==> src/rtl/game_ctrl_param.sv <==
// Memory-game controller: the round/play FSM together with its round counter,
// user step index, key compare, play timeout and win detection.
module game_ctrl_param #(
  parameter int ROUND_W    = 4,
  parameter int MAX_ROUNDS = 16,
  parameter int SYM_W      = 4,
  parameter int TIME_LIMIT = 10
) (
  input  logic               clock,
  input  logic               reset,
  input  logic               enter,
  input  logic               tick,
  input  logic [ROUND_W-1:0] max_rounds,
  input  logic               fpga_done,
  input  logic               key_valid,
  input  logic [SYM_W-1:0]   key_code,
  input  logic [SYM_W-1:0]   seq_data,
  output logic [ROUND_W-1:0] seq_addr,
  output logic [ROUND_W-1:0] fpga_len,
  output logic [ROUND_W-1:0] round_cnt,
  output logic [3:0]         time_cnt,
  output logic [2:0]         state_o,
  output logic               r1,
  output logic               r2,
  output logic               e1,
  output logic               e2,
  output logic               e3,
  output logic               e4,
  output logic               sel,
  output logic               win_o,
  output logic               timeout_o,
  output logic               miss_o
);

  typedef enum logic [2:0] {
    INIT       = 3'd0,
    SETUP      = 3'd1,
    PLAY_FPGA  = 3'd2,
    PLAY_USER  = 3'd3,
    CHECK      = 3'd4,
    NEXT_ROUND = 3'd5,
    RESULT     = 3'd6
  } state_t;

  localparam logic [3:0]         TL        = 4'(TIME_LIMIT);
  localparam logic [ROUND_W-1:0] MAX_R_CAP = ROUND_W'(MAX_ROUNDS);

  state_t             state, state_n;
  logic               enter_q, enter_rise;
  logic [ROUND_W-1:0] max_r, user_idx;
  logic               clr_game, latch_max, clr_play, time_inc, key_acc;
  logic               set_timeout, round_inc, set_win;

  // A request of 0 still plays one round; larger requests stop at the hard ceiling.
  function automatic logic [ROUND_W-1:0] clamp_rounds(input logic [ROUND_W-1:0] req);
    if (req == '0)
      return ROUND_W'(1);
    else if (int'(req) > MAX_ROUNDS)
      return MAX_R_CAP;
    else
      return req;
  endfunction

  function automatic logic [3:0] sat_inc_time(input logic [3:0] t);
    return (t >= TL) ? TL : t + 4'd1;
  endfunction

  assign enter_rise = enter & ~enter_q;

  always_ff @(posedge clock) begin
    if (reset) state <= INIT;
    else       state <= state_n;
  end

  always_comb begin
    state_n     = state;
    clr_game    = 1'b0;
    latch_max   = 1'b0;
    clr_play    = 1'b0;
    time_inc    = 1'b0;
    key_acc     = 1'b0;
    set_timeout = 1'b0;
    round_inc   = 1'b0;
    set_win     = 1'b0;
    r1          = 1'b0;
    r2          = 1'b0;
    e1          = 1'b0;
    e2          = 1'b0;
    e3          = 1'b0;
    e4          = 1'b0;
    sel         = 1'b0;
    case (state)
      INIT: begin
        r1       = 1'b1;
        r2       = 1'b1;
        clr_game = 1'b1;
        state_n  = SETUP;
      end
      SETUP: begin
        e1 = 1'b1;
        if (enter_rise) begin
          latch_max = 1'b1;
          state_n   = PLAY_FPGA;
        end
      end
      PLAY_FPGA: begin
        e3 = 1'b1;
        if (fpga_done) begin
          clr_play = 1'b1;
          state_n  = PLAY_USER;
        end
      end
      PLAY_USER: begin
        e2 = 1'b1;
        // Expiry wins over a key arriving in the same cycle; that key is dropped.
        if (time_cnt == TL) begin
          set_timeout = 1'b1;
          state_n     = RESULT;
        end else begin
          time_inc = tick;
          key_acc  = key_valid;
          if (key_valid && (user_idx == round_cnt))
            state_n = CHECK;
        end
      end
      CHECK: begin
        e4 = 1'b1;
        if (miss_o) begin
          state_n = RESULT;
        end else begin
          round_inc = 1'b1;
          state_n   = NEXT_ROUND;
        end
      end
      NEXT_ROUND: begin
        r2 = 1'b1;
        if (round_cnt == max_r) begin
          set_win = 1'b1;
          state_n = RESULT;
        end else begin
          state_n = PLAY_FPGA;
        end
      end
      RESULT: begin
        sel = 1'b1;
        if (enter_rise)
          state_n = INIT;
      end
      default: state_n = INIT;
    endcase
  end

  always_ff @(posedge clock) begin
    if (reset) begin
      enter_q   <= 1'b0;
      max_r     <= '0;
      round_cnt <= '0;
      user_idx  <= '0;
      time_cnt  <= '0;
      win_o     <= 1'b0;
      timeout_o <= 1'b0;
      miss_o    <= 1'b0;
    end else begin
      enter_q <= enter;
      if (clr_game) begin
        round_cnt <= '0;
        user_idx  <= '0;
        time_cnt  <= '0;
        win_o     <= 1'b0;
        timeout_o <= 1'b0;
        miss_o    <= 1'b0;
      end
      if (latch_max)
        max_r <= clamp_rounds(max_rounds);
      if (clr_play) begin
        user_idx <= '0;
        time_cnt <= '0;
        miss_o   <= 1'b0;
      end
      if (time_inc)
        time_cnt <= sat_inc_time(time_cnt);
      if (key_acc) begin
        if (key_code != seq_data)
          miss_o <= 1'b1;
        user_idx <= user_idx + ROUND_W'(1);
      end
      if (set_timeout)
        timeout_o <= 1'b1;
      if (round_inc)
        round_cnt <= round_cnt + ROUND_W'(1);
      if (set_win)
        win_o <= 1'b1;
    end
  end

  assign state_o  = state;
  assign seq_addr = (state == PLAY_USER) ? user_idx : '0;
  assign fpga_len = round_cnt;

endmodule

==> config.mk <==
export PLATFORM = sky130hd
export DESIGN_NAME = game_ctrl_param
export DESIGN_NICKNAME = d
export VERILOG_FILES = /design/src/rtl/game_ctrl_param.sv
export SDC_FILE = /design/constraint.sdc
export NUM_CORES = 1
export LEC_CHECK = 0
export ABC_AREA = 1
export CORE_UTILIZATION = 48
export DETAILED_ROUTE_END_ITERATION = 16
export PLACE_DENSITY = 0.84
export SYNTH_ARGS = -nofsm -noshare
export SYNTH_HDL_FRONTEND = slang
export SYNTH_SLANG_ARGS = --single-unit
==> constraint.sdc <==
create_clock -name clock -period 1.95 [get_ports clock]
set_input_delay 0.2925 -clock clock [delete_from_list [all_inputs] [get_ports clock]]
set_output_delay 0.2925 -clock clock [all_outputs]
set_load 0.02 [all_outputs]
==> results.ini <==
[global_routing]
grt_pass1_wl_um=5009
grt_pass1_vias=1120
grt-ovfl-total=0
antenna_found_initial=0
pin_count_of_the_biggest_net_entering_global_routing=15
global_route.usage.total=0.2352

[cts]
cts-root-buf=clkbuf_4
tritoncts_clock_tree=done
postCtsSetupBuffers=0
ctsHoldBuffers=0
tritoncts.num_buffers=3
path_clk_slew_ps=120
clkLatencyLatePin_ps=320
htreeDepth=1
post_cts_resize_count=11
sink_count_of_the_clock_tree=23
clk_path_buf_depth=2

[timing]
timing.setup.tns_ps=0
whs_ps=471.3
timing.fmax_mhz=540.5
max-slew-margin-rel=0.7666
tightestPinTransition_ps=347.7
rsz0062_at_grt=false
final_min_period_over_clock_period=0.9488
layout_min_cycle_time_ps=1850
report.final.slew_viol_count=0
clock-skew-final_ps=7.959
post_route_setup_slack_ps=99.83
hold_viol_final=0
finalSetupViolations=0

[place]
gp_congestion=0.8822
io_buffers=46
dpl.cell_count=274
place_hpwl_um=2440
placement.setup.worst_slack_ps=159.2

[routing]
drc_errors=0
drt_first_iter_violations=34
antenna_left=0
routed-via-count=1397
detail_route.vias_per_cell=5.025
first_pass_iters=4
route.detailed.wl_per_inst_um=11.65
routed_wirelength_um=3239

[critical_path]
setup.worst_path.start_class=flop
endpoint_kind=output pin
cp.required_ps=1660
type_of_the_worst_setup_path=flop to output pin
cp.arrival_ps=1560
timing.critical_path.fanout_max=6
worst-r2r-setup-slack_ps=410

[synthesis]
synth_seq_cells=23
synthesis.instances=202
synth_fp_nets=224
synth_cell_types=28
synth_top_family_by_area=simple AND/OR/NAND/NOR gates
synth_edf_count=0
synth.avg_cell_area_um2=6.708
synth_compound_area_frac=0.1182
synth-main-ff-cell=dfxtp_1
synth.cell_area_um2=1355
synth_async_sr_flop_share=0
yosys.area.top_type=dfxtp_1
synth.yosys.warnings=0
synth_largest_type_area_fraction=0.3398
synth_adder_area_share=0.03693
synthSimpleGateAreaFrac=0.3232
synth.mux.area_fraction=0
synth_seq_area_share=0.3398
post_synth_main_area_contributors=dfxtp_1 (34%), nand2_1 (13%), inv_1 (7.8%), nor2_1 (7.8%), a21oi_1 (5.9%)
synth_xor_area_frac=0.07110

[layout]
flow.area_growth_from_synthesis_pct=35.92
antenna-diode-count=0
post_route_cells_drive_above_1_share=0.07661
num-nets-final=271
fin_cells=278

[floorplanning]
core_um2=2567
die_span_in_y_um=55.13
num_rows=18
start_util=0.5278
floorplan.die_area_um2=3039
die-width_um=55.13
top_level_ports=47

[power_and_ir_drop]
p_total_mw=1.810
power.density_cell_area_nw_per_um2=982.5
irDropWorstVdd_v=0.001199
static-leakage-power_nw=0.8689

[run_status]
status=finished clean

[min_path]
hold_class=flop to flop

[job]
maxCapViolations=0

## cells by family after synthesis
logic type,after synthesis
xor gates and xnor gates,11
and+or+nand+nor,99
buffers and inverters,36
adders and majority gates,4
AOI/OAI and AO/OA,29
DFF,23
## cell usage after synthesis (3+ instances only)
cell,count
xor2_1,5
ha_1,4
xnor2_1,6
nor2_1,28
nand3_1,14
nand2_1,46
a21oi_1,16
o21ai_0,9
dfxtp_1,23
inv_2,3
buf_4,4
inv_1,28
## critical path, stage by stage (launching register included)
cell and delay, ps:
dfxtp_2 440, nand3_1 140, inv_1 70, clkdlybuf4s50_1 590
## power by group
group	internal [mW]	switching (mW)	leakage, nW
Clock	0.0769	0.152	0.0177
Combinational	0.363	0.597	0.664
Sequential	0.533	0.0883	0.188
Total	0.973	0.837	0.869
## sequential cells by signal, summed over array words and instances, names as in the netlist
name and count:
enter_q 1, fpga_len 4, max_r 4, miss_o 1
state_o 3, time_cnt 4, timeout_o 1, user_idx 4
win_o 1
## cell usage in the layout, fill, tap and decap left out, types with 3 or more instances in the layout
cell | synthesis | final
dlygate4sd2_1 | 0 | 9
inv_1 | 28 | 28
xnor2_1 | 6 | 6
ha_1 | 4 | 4
nand2_1 | 46 | 46
nor2_1 | 28 | 28
a21oi_1 | 16 | 16
o21ai_0 | 9 | 9
nand3_1 | 14 | 14
clkbuf_4 | 0 | 3
dfxtp_2 | 0 | 3
clkdlybuf4s50_1 | 0 | 36
xor2_1 | 5 | 5
inv_2 | 3 | 3
dfxtp_1 | 23 | 20
## path summary, 6_finish.rpt
| kind | startpoint | depth (start not counted) | end |
|---|---|---|---|
| max | state_o[1] | 3 | sel |
| min | timeout_o | 2 | timeout_o |
| max reg2reg | time_cnt[0] | 11 | user_idx[2] |
| min reg2reg | timeout_o | 2 | timeout_o |
## final cells by class
class / count / area [um^2]
clock buffer: 3 / 22.52
clock inverter: 1 / 5.005
fill: 230 / 725.7
inverter: 31 / 116.4
multi-input combinational: 143 / 744.5
sequential: 23 / 464.2
tap: 30 / 37.54
timing repair buffer: 47 / 451.7
## per-layer routing
layer / vias up / part of all wire / global-route usage
li1: 727 / - / -
met1: 625 / 0.47 / 0.3129
met2: 41 / 0.46 / 0.3755
met3: 4 / 0.058 / 0.06011
met4: 0 / 0.014 / 0.06250
met5: - / 0 / 0
## metrics by stage
step           instance area (um^2)  utilization
6_report                       1842       0.7173
5_1_grt                        1842       0.7173
4_1_cts                        1843       0.7178
3_5_place_dp                   1827       0.7115
3_3_place_gp                   1827       0.7115
2_1_floorplan                  1355            -
(Power assumes the default switching activity.)
